`config.mk`:
```
export PLATFORM = sky130hd
export DESIGN_NAME = contador_modn_cascada
export DESIGN_NICKNAME = d
export VERILOG_FILES = /design/src/rtl/contador_modn_cascada.sv
export SDC_FILE = /design/constraint.sdc
export NUM_CORES = 1
export LEC_CHECK = 0
export CAP_MARGIN = 20
export CORE_UTILIZATION = 45
export CTS_BUF_LIST = sky130_fd_sc_hd__clkbuf_4 sky130_fd_sc_hd__clkbuf_8
export DETAILED_ROUTE_END_ITERATION = 8
export GPL_TIMING_DRIVEN = 0
export PLACE_DENSITY = 0.78
export RECOVER_POWER = 25
export SLEW_MARGIN = 25
export SYNTH_ARGS = -nofsm -noshare
export SYNTH_HDL_FRONTEND = slang
export SYNTH_SLANG_ARGS = --single-unit
```
`constraint.sdc`:
```
create_clock -name clk -period 1.8 [get_ports clk]
set_clock_uncertainty 0.2 [all_clocks]
set_input_delay 0.18 -clock clk [delete_from_list [all_inputs] [get_ports clk]]
set_output_delay 0.18 -clock clk [all_outputs]
set_load 0.01 [all_outputs]
```
`src/rtl/contador_modn_cascada.sv`:
```
// rtl/contador_modn_cascada.sv - multi-digit modulo-N up/down counter with cascade pulses (option: MOD_CNT_SAT_EN)
module contador_modn_cascada #(
    parameter int DIGITS = 2,
    parameter int MODULO = 10,
    parameter int W      = 4
) (
    input  logic                clk,
    input  logic                rst,
    input  logic                incremento,
    input  logic                decremento,
    input  logic                carga,
    input  logic [DIGITS*W-1:0] dato_carga,
    output logic [DIGITS*W-1:0] cuenta,
    output logic                acarreo,
    output logic                prestamo
);
    // MODULO may equal 2^W, so the load range check needs one extra bit
    localparam logic [W:0]   MOD_EXT = (W+1)'(MODULO);
    localparam logic [W-1:0] MAX_D   = W'(MODULO - 1);
    localparam logic [W-1:0] ONE     = W'(1);

    logic [DIGITS*W-1:0] cuenta_q, cuenta_d;
    logic                acarreo_q, acarreo_d;
    logic                prestamo_q, prestamo_d;
    logic                all_max, all_zero, ripple;
    logic [W-1:0]        dig;

    // Next count and pulses: load beats a single-direction step, everything else holds
    always_comb begin
        cuenta_d   = cuenta_q;
        acarreo_d  = 1'b0;
        prestamo_d = 1'b0;
        all_max    = 1'b1;
        all_zero   = 1'b1;
        ripple     = 1'b1;
        dig        = '0;

        for (int i = 0; i < DIGITS; i++) begin
            if (cuenta_q[i*W +: W] != MAX_D) all_max  = 1'b0;
            if (cuenta_q[i*W +: W] != '0)    all_zero = 1'b0;
        end

        if (carga) begin
            // Out-of-range digits are forced to 0 so no digit ever exceeds MODULO-1
            for (int i = 0; i < DIGITS; i++) begin
                dig = dato_carga[i*W +: W];
                cuenta_d[i*W +: W] = ({1'b0, dig} >= MOD_EXT) ? '0 : dig;
            end
        end else if (incremento && !decremento) begin
            // Ripple upward while the digits below are all at MODULO-1
            for (int i = 0; i < DIGITS; i++) begin
                if (ripple) begin
                    dig = cuenta_q[i*W +: W];
                    if (dig == MAX_D) begin
                        cuenta_d[i*W +: W] = '0;
                    end else begin
                        cuenta_d[i*W +: W] = dig + ONE;
                        ripple = 1'b0;
                    end
                end
            end
            acarreo_d = all_max;
`ifdef MOD_CNT_SAT_EN
            if (all_max) cuenta_d = cuenta_q;
`endif
        end else if (decremento && !incremento) begin
            // Ripple downward while the digits below are all at 0
            for (int i = 0; i < DIGITS; i++) begin
                if (ripple) begin
                    dig = cuenta_q[i*W +: W];
                    if (dig == '0) begin
                        cuenta_d[i*W +: W] = MAX_D;
                    end else begin
                        cuenta_d[i*W +: W] = dig - ONE;
                        ripple = 1'b0;
                    end
                end
            end
            prestamo_d = all_zero;
`ifdef MOD_CNT_SAT_EN
            if (all_zero) cuenta_d = cuenta_q;
`endif
        end
    end

    // State and pulse registers; reset clears the count and kills any pulse at once
    always_ff @(posedge clk or posedge rst) begin
        if (rst) begin
            cuenta_q   <= '0;
            acarreo_q  <= 1'b0;
            prestamo_q <= 1'b0;
        end else begin
            cuenta_q   <= cuenta_d;
            acarreo_q  <= acarreo_d;
            prestamo_q <= prestamo_d;
        end
    end

    assign cuenta   = cuenta_q;
    assign acarreo  = acarreo_q;
    assign prestamo = prestamo_q;

endmodule
```
# Word-level counts from Yosys, hierarchy flattened
# Cells that the tools add are included.
[totals]
register_bits = 10
inputBits = 13
out_inout_bits = 10
word_cells = 53
[op_classes]
addsub = 4
magnitude_cmp = 2
n_eq_ne = 5
mux = 27
reduce_logical = 11
[op_table]
columns = ["operator", "n"]
rows = [
  ["4-bit two-way mux", 8],
  ["8-bit two-way mux", 3],
  ["1-bit two-way mux", 16],
  ["4-bit by 1-bit adder with 4-bit output (second input constant)", 2],
  ["4-bit == test (second input constant)", 2],
  ["4-bit greater-or-equal comparator (second input constant)", 2],
  ["4-bit zero test", 2],
  ["4-bit inequality test (second input constant)", 2],
  ["4-bit nonzero test", 2],
  ["4-bit by 1-bit subtractor with 4-bit output (second input constant)", 2],
  ["3-bit nonzero test", 2],
  ["3-bit by 2-bit inequality test with 1-bit output (second input constant)", 1],
  ["3-bit AND reduction", 1],
  ["1-bit logical AND", 2],
  ["1-bit zero test", 2],
]

# Depth between registers and ports, before layout
# Gate-level depths: netlist of the first run.
[depth]
depth_word = 9
depth_mapped = 5
ltp_nobuf = 4

# Least setup slack after synthesis of the first run
# OpenSTA, ideal clock, no wires.
[synth_path]
kind = "register to register"
start = "register cuenta_q[3] (netlist: cuenta[3])"
end = "register cuenta_q[7] (netlist: cuenta[7])"
setup_ns = 0.124
arrival_ns = 1.452
path_slack_ns = 0.024
path_stages_with_launch = 6
cell_sequence = "dfrtp_1 -> buf_2 -> nor4b_2 -> o21ai_1 -> and2_1 -> o31a_1"
[synth_between]
elab_chain_len = 7
word_cells_on_any_way = 12
cone_classes = "eq/ne (2); mux (7); reduce/logical (3)"
[synth_rtl]
columns = ["element", "line_no", "text"]
rows = [
  ["start: declaration", "22", "logic [DIGITS*W-1:0] cuenta_q, cuenta_d;"],
  ["start signal: assignment", "93", "cuenta_q <= cuenta_d;"],
  ["4-bit zero test", "71", "if (dig == '0) begin"],
  ["1-bit two-way mux", "71", ""],
  ["1-bit two-way mux", "66", "end else if (decremento && !incremento) begin"],
  ["1-bit two-way mux", "49", "end else if (incremento && !decremento) begin"],
  ["1-bit two-way mux", "43", "if (carga) begin"],
  ["3-bit nonzero test (no source line)", "--", ""],
  ["3-bit AND reduction (no source line) *", "--", ""],
]
# Every way passes the cells marked *; elsewhere a longest branch is shown, timed or not. The select of a mux whose other input is x is not followed.
# A chain may end at the register's enable or synchronous reset.

# Worst setup path in the final report of the first run
# Same ends and word-level chain as after synthesis.

==> results.md, run 1 <==
* Result of the run: finished clean
* Worst hold slack at around 120 ps
* Synthesized-area fraction occupied by and/or/nand/nor cells at between 20 and 30%
* Area of the core region at 0.00176 sq mm
* Antenna cells at 0
* Ranking of synthesized cells by instance count: dfrtp_1, nor2_1, inv_1, o21ai_0
* CP peak stage delay at 380 ps
* Post-synthesis area per instance at 8.29 sq um
* TritonCTS Buffers at 3
* Routed wire length at 2.26 mm
* Adder and majority cell fraction of the synthesized area at 0%
* Capture point of the worst reg-to-reg path: cuenta[7]$_DFFE_PP0P_
* Max-cap viol count at 0
* Final sum of negative setup slack at 0 ps
* Via density per instance at ~6
* Critical path capture point type: register
* Maximum fanout along the worst path at 10
* Maximum VDD drop at 0.409 mV
* Count of port buffers added during placement at 22
* Data arrival time of the critical path at 1710 ps
* Remaining design rule violation count at 0
* Detail Placement HPWL at 1.65 mm
* Netlist cell types at 43
* Share of the cycle needed by the critical path after routing at 97.8%
* Maximum clock frequency at 568 MHz
* Clk slew on worst S/H paths at 70 ps
* Mux cell area share after synthesis at 1.29%
* Clock net sink count at 10
* Worst setup path category: reg2reg
* H-tree levels at 1
* Post-route antenna net violation count at 0
* Number of antenna violations at the first check in global routing at 0
* Routed len/inst at ~14 microns
* First-pass GRT wire length at 3.33 mm
* Maximum number of pins on one net before global-route repair at 12
* Horiz. Die Dim at 46.0 microns
* Number of endpoints failing setup at the final stage at 0
* Startpoint of the most critical register-to-register path: cuenta[3]$_DFFE_PP0P_
* GRT Residual Overflow at 0
* Shortest clock period the worst path allows after layout at 1760 ps
* Layout overhead on the synthesized area at 41.5%
* Cells taking the most area after synthesis: dfrtp_1, o21ai_0, nor2_1
* CTS tree: done
* Slew margin rel. at between 60% and 70%
* Number of synthesized flops with an enable pin at 0
* Async set-reset flop share out of synthesis at 100%
* Std-Cell Rows at 15
* Cells traversed along the worst timing path: buf_4 > nor4b_4 > o21ai_2 > and2_4 > o31a_1
* Clock network latency to the later pin of the worst-skew pair at 270 ps
* Worst Max-Slew Pin Slew at 584 ps
* Sequential area share after synthesis at 28.7%
* Number of max-slew violations in the final report at 0
* Leakage power of the design at a little under 0.0005 uW
* Nature of the critical path startpoint: register
* Library cell contributing the largest single delay on the critical path: dfrtp_1
* XOR/XNOR Fraction of Synth Area at 4.02%
* Top-area cell type share of the netlist area at 28.7%
* Flip-flop cell with the highest count after synthesis: dfrtp_1
* CTS Root Cell: clkbuf_4
* Final core occ at between 60% and 70%
* Combinational family with the most area after synthesis: simple AND/OR/NAND/NOR gates
* Number of global-route vias before repair at 743
* Count of cells along the worst register-to-register path at 5
* Initial core utilization at 49.4%
* Number of warning messages in the yosys log at 0
* Initial DRC Count at 52
* Cell area power density at between 800 and 900 mW/mm^2
* Global router's overall resource usage at 22.0%
* Die height at roughly 46 microns
* Maximum root-to-sink buffer count at 2
* Flop and latch count out of synthesis at 10
* Cell area after technology mapping at 871 sq um
* Detailed Routing Iterations Pass 1 at 4
* Internal reg-to-reg setup slack at 40 ps
* Compound-cell area share of the yosys netlist at roughly 28%
* Layout cell share with drive strength beyond 1 at between 10% and 20%
* Die area at roughly 0.0021 sq mm
* End point of the critical path: cuenta[7]$_DFFE_PP0P_
* Cell taking the most area after synthesis: dfrtp_1
* Number of top-level pins at 23
* Syn Inst Count at 105
* Number of nets in the layout at ~150
* Count of final hold-check violations at 0
* Worst setup path start: cuenta[3]$_DFFE_PP0P_
* Total number of vias at between 900 and 1,000
* Gpl congestion at 0.815
* Required time of the critical path at 1760 ps
* Worst hold-check path type: in2async
* Most repeated cell in the gate-level netlist after synthesis: dfrtp_1
* Syn Nets at ~120
## layer usage
| layer | vias up | share of wire, % | global-route usage (%) | wire length [microns] |
|---|---|---|---|---|
| met5 | - | 0 | 0 | 0 |
| met4 | 0 | 0.84 | 11.8 | 19 |
| met2 | 37 | 46 | 31.8 | 1030 |
| met3 | 2 | 3.9 | 1.98 | 88 |
| li1 | 453 | - | - | - |
| met1 | 432 | 50 | 31.8 | 1120 |
## stage by stage
stage / cell area, sq um / instances / power (uW) / setup WS [ps]
floorplan: 871 / 105 / 637 / 24.2
global placement: 1120 / 152 / 817 / -269
detailed placement: 1120 / 152 / 825 / -273
CTS: 1170 / 154 / 1040 / 4.82
global route: 1230 / 158 / 1150 / -0.928
finish: 1230 / 158 / 1090 / 40.3
## timing repair
item | CTS | global route
gates cloned | 0 | 0
pin swaps | 1 | 3
hold endpoints to repair | 0 | 0
resized for setup | 7 | 13
setup endpoints to repair | 2 | 7
hold buffers | 0 | 0
buffers inserted | 0 | 4
## layout make-up
| type | count | area (sq um) |
|---|---|---|
| plain buffers | 6 | 43.8 |
| clock buffers | 4 | 36.3 |
| fillers | 150 | 532 |
| inverters | 7 | 26.3 |
| multi-input cells | 80 | 588 |
| flip-flops and latches | 10 | 253 |
| well taps | 25 | 31.3 |
| repair buffers | 26 | 254 |
## cells by family (layout without fill, tap and decap cells)
logic type / count (synthesis) / count (layout)
AND/OR/NAND/NOR: 39 / 39
XOR/XNOR: 4 / 4
buffers and inverters: 15 / 43
flip-flops: 10 / 10
multiplexers: 1 / 1
AO/OA/AOI/OAI: 36 / 36
## registers in the layout, summed over array words and instances, names as in the netlist
name      count
cuenta        8
acarreo       1
prestamo      1
## worst min path at each step
stage / to / slack, ps / cells after the start
final: cuenta[1]$_DFFE_PP0P_ / 120 / 2
after CTS: prestamo$_DFF_PP0_ / 3 / 2
after global placement: cuenta[3]$_DFFE_PP0P_ / 270 / 2
after global routing: acarreo$_DFF_PP0_ / 180 / 2
after floorplan: acarreo$_DFF_PP0_ / -180 / 1
after detailed placement: cuenta[3]$_DFFE_PP0P_ / 280 / 2
## critical path, delay by kind of cell (launching register included)
family,cells,cell delay [ps]
and+or+nand+nor,2,480
DFF,1,380
AOI/OAI and AO/OA,2,410
buffers and inverters,1,180
## cell usage in the layout (no fill, tap or decap), drive strengths merged, types with 2 or more instances in the layout
cell type / Yosys / final
clkdlybuf4s50: 0 / 18
o21ai: 11 / 11
dfrtp: 10 / 10
nor2: 9 / 9
inv: 7 / 7
buf: 4 / 7
clkbuf: 4 / 7
nor4b: 5 / 5
a21oi: 4 / 4
nor2b: 3 / 3
nand2: 3 / 3
a211oi: 3 / 3
o22ai: 3 / 3
nand3: 3 / 3
a221oi: 3 / 3
nor3: 3 / 3
xor2: 2 / 2
o211ai: 2 / 2
nand2b: 2 / 2
o2bb2ai: 2 / 2
xnor2: 2 / 2
dlymetal6s2s: 0 / 2
or2: 2 / 2
and2: 2 / 2
## power by group
group / internal [uW] / total (uW) / switching (uW) / leakage, uW
sequential: 267 / 329 / 62.8 / 0.000126
combinational: 283 / 556 / 272 / 0.000350
clock: 123 / 205 / 81.9 / 0.0000210
total: 673 / 1090 / 417 / 0.000497
Power figures use the tool's default switching activity.
==> inputs of run 2 (changes only) <==
PLACE_DENSITY = 0.85   (was 0.78)
clock period = 1.54 ns   (was 1.8 ns; I/O delays follow)
==> run 2 against run 1 <==
The run now ends with negative setup slack left; global-route usage grew 7.1 points; flip-flop and latch count stayed put; register-to-register slack lost 290 ps; combinational power increased by 78%; final cell count is 9.5% higher; highest routed layer unchanged.
==> results.md, run 2 (synthesized netlist as in run 1, its figures left out) <==
* Result of the run: finished with violations
* Violated checks: negative setup slack
* Dpl cells at 152
* Count of port buffers added during placement at 22
* Number of global-route vias before repair at 986
* Detailed Routing Iterations Pass 1 at 6
* Total number of vias at around 1,200
* Unrepaired setup endpoints after global routing: yes
* GRT Residual Overflow at 0
* Count of final hold-check violations at 0
* Post-route antenna net violation count at 0
* Initial DRC Count at 73
* Slew margin rel. at between 60 and 70%
* Detail Placement HPWL at roughly 1.8 mm
* Global router's overall resource usage at 29.2%
* Die area at 0.00212 sq mm
* Required time of the critical path at 1500 ps
* TritonCTS Buffers at 3
* Most frequent cells in the layout: buf_4, clkdlybuf4s50_1, dfrtp_1
* H-tree levels at 1
* Remaining design rule violation count at 0
* Area of the core region at about 0.0018 sq mm
* Clock network latency to the later pin of the worst-skew pair at 280 ps
* Clock net sink count at 10
* Worst Max-Slew Pin Slew at roughly 520 ps
* Worst hold-check path type: in2reg
* Commonest non-fill, non-tap cell in the layout: buf_4
* Critical path capture point type: register
* Number of top-level pins at 23
* Number of endpoints failing setup at the final stage at 7
* Maximum fanout along the worst path at 9
* Share of the cycle needed by the critical path after routing at 116%
* Shortest clock period the worst path allows after layout at approximately 1800 ps
* Maximum VDD drop at 0.588 mV
* CTS Root Cell: clkbuf_4
* Maximum number of pins on one net before global-route repair at 11
* Routed len/inst at around 21 microns
* Via density per instance at between 6 and 7
* Number of max-slew violations in the final report at 0
* Layout overhead on the synthesized area at 64.4%
* Maximum root-to-sink buffer count at 2
* Total of fill cells in the finished design at 112
* Area taken by multi-input logic gates at 658 sq um
* Std-Cell Rows at 15
* Max-cap viol count at 0
* Horiz. Die Dim at 46.0 microns
* Cell area power density at 1130 mW/mm^2
* Leakage power of the design at between 0.0006 and 0.0007 uW
* Worst setup path category: reg2reg
* Finished Layout Cells at 173
* Nature of the critical path startpoint: register
* Clk slew on worst S/H paths at 80 ps
* Number of nets in the layout at ~160
* Antenna cells at 0
* Pre-CTS worst setup slack at -520 ps
* Gpl congestion at between 0.9 and 1
* Number of flip-flops under the largest register name at 8
* Initial core utilization at 49.4%
* Routed wire length at 3.55 mm
* Layout cell share with drive strength beyond 1 at 35.1%
* FF/Latch Area at approximately 250 sq um
* Final setup slack of the worst path at -251 ps
* Number of antenna violations at the first check in global routing at 0
* First-pass GRT wire length at 4.34 mm
* Die height at 46.0 microns
* Data arrival time of the critical path at ~1800 ps
* Maximum clock frequency at roughly 560 MHz
* CTS tree: done
* Final sum of negative setup slack at -790 ps
run 2: cell count changes in the layout (fill, tap and decap cells not counted), sizes merged:
| cell | before | now |
|---|---|---|
| buf | 7 | 24 |
| clkdlybuf4s15 | 0 | 1 |
| clkdlybuf4s50 | 18 | 11 |
| clkdlybuf4s25 | 0 | 1 |
| dlymetal6s2s | 2 | 1 |
| dlygate4sd2 | 1 | 6 |
| clkbuf | 7 | 6 |
run 2: area by class of cell:
| cell class | count | share of cell area, % |
|---|---|---|
| plain buffers | 8 | 5.77 |
| repair buffers | 39 | 24.0 |
| inverters | 7 | 1.84 |
| clock buffers | 4 | 2.53 |
| well taps | 25 | 2.19 |
| flip-flops and latches | 10 | 17.7 |
| multi-input cells | 80 | 46.0 |
run 2: critical path, cell delays in order (launching register included):
cell and delay (ps):
dfrtp_1 410, buf_6 160, or2_4 240, mux2_4 310, a221oi_2 210, o22ai_1 130
run 2: what timing repair did:
| action | 4_1_cts | 5_1_grt |
|---|---|---|
| pin swaps | 7 | 13 |
| hold buffers | 1 | 0 |
| endpoints found under the setup margin | 13 | 11 |
| hold endpoints to repair | 10 | 0 |
| resized for setup | 25 | 19 |
| setup buffers | 12 | 4 |
run 2: per-stage QoR:
step / area (sq um) / hold slack (ps) / utilization, % / total power (uW)
after global placement: 1170 / 238 / 66.3 / 1010
after CTS: 1340 / 250 / 75.7 / 1400
after detailed placement: 1170 / 242 / 66.3 / 1030
after global routing: 1430 / 301 / 81.1 / 1660
final: 1430 / 278 / 81.1 / 1610
after floorplan: 918 / -206 / - / 804
run 2: power by group:
group | total (uW) | internal [uW] | switching [uW] | leakage (uW)
registers | 370 | 311 | 59.0 | 0.000126
logic | 991 | 500 | 491 | 0.000465
clock network | 254 | 144 | 109 | 0.0000210
run 2: path summary, 6_finish.rpt:
kind | cells past startpoint | from | end | slack [ps]
min in group asynchronous | 3 | rst | cuenta[4]$_DFFE_PP0P_ | 510
worst min-delay path | 3 | dato_carga[4] | cuenta[4]$_DFFE_PP0P_ | 280
max in group asynchronous | 3 | rst | cuenta[0]$_DFFE_PP0P_ | 330
worst min register to register | 2 | cuenta[2]$_DFFE_PP0P_ | cuenta[2]$_DFFE_PP0P_ | 440
worst max register to register | 5 | cuenta[5]$_DFFE_PP0P_ | cuenta[6]$_DFFE_PP0P_ | -250
worst max-delay path | 5 | cuenta[5]$_DFFE_PP0P_ | cuenta[6]$_DFFE_PP0P_ | -250
run 2: routing by layer:
layer	global-route usage (%)	vias up	share of wire (%)
li1	-	478	-
met1	34.6	535	38
met2	50.4	116	46
met3	1.98	31	10
met4	17.6	0	5.7
met5	0	-	0
==> inputs of run 3 (changes only) <==
CAP_MARGIN = unset   (was 20)
==> results of run 3 <==
Same layout as run 2: the final DEF is identical, and so are final timing and power.
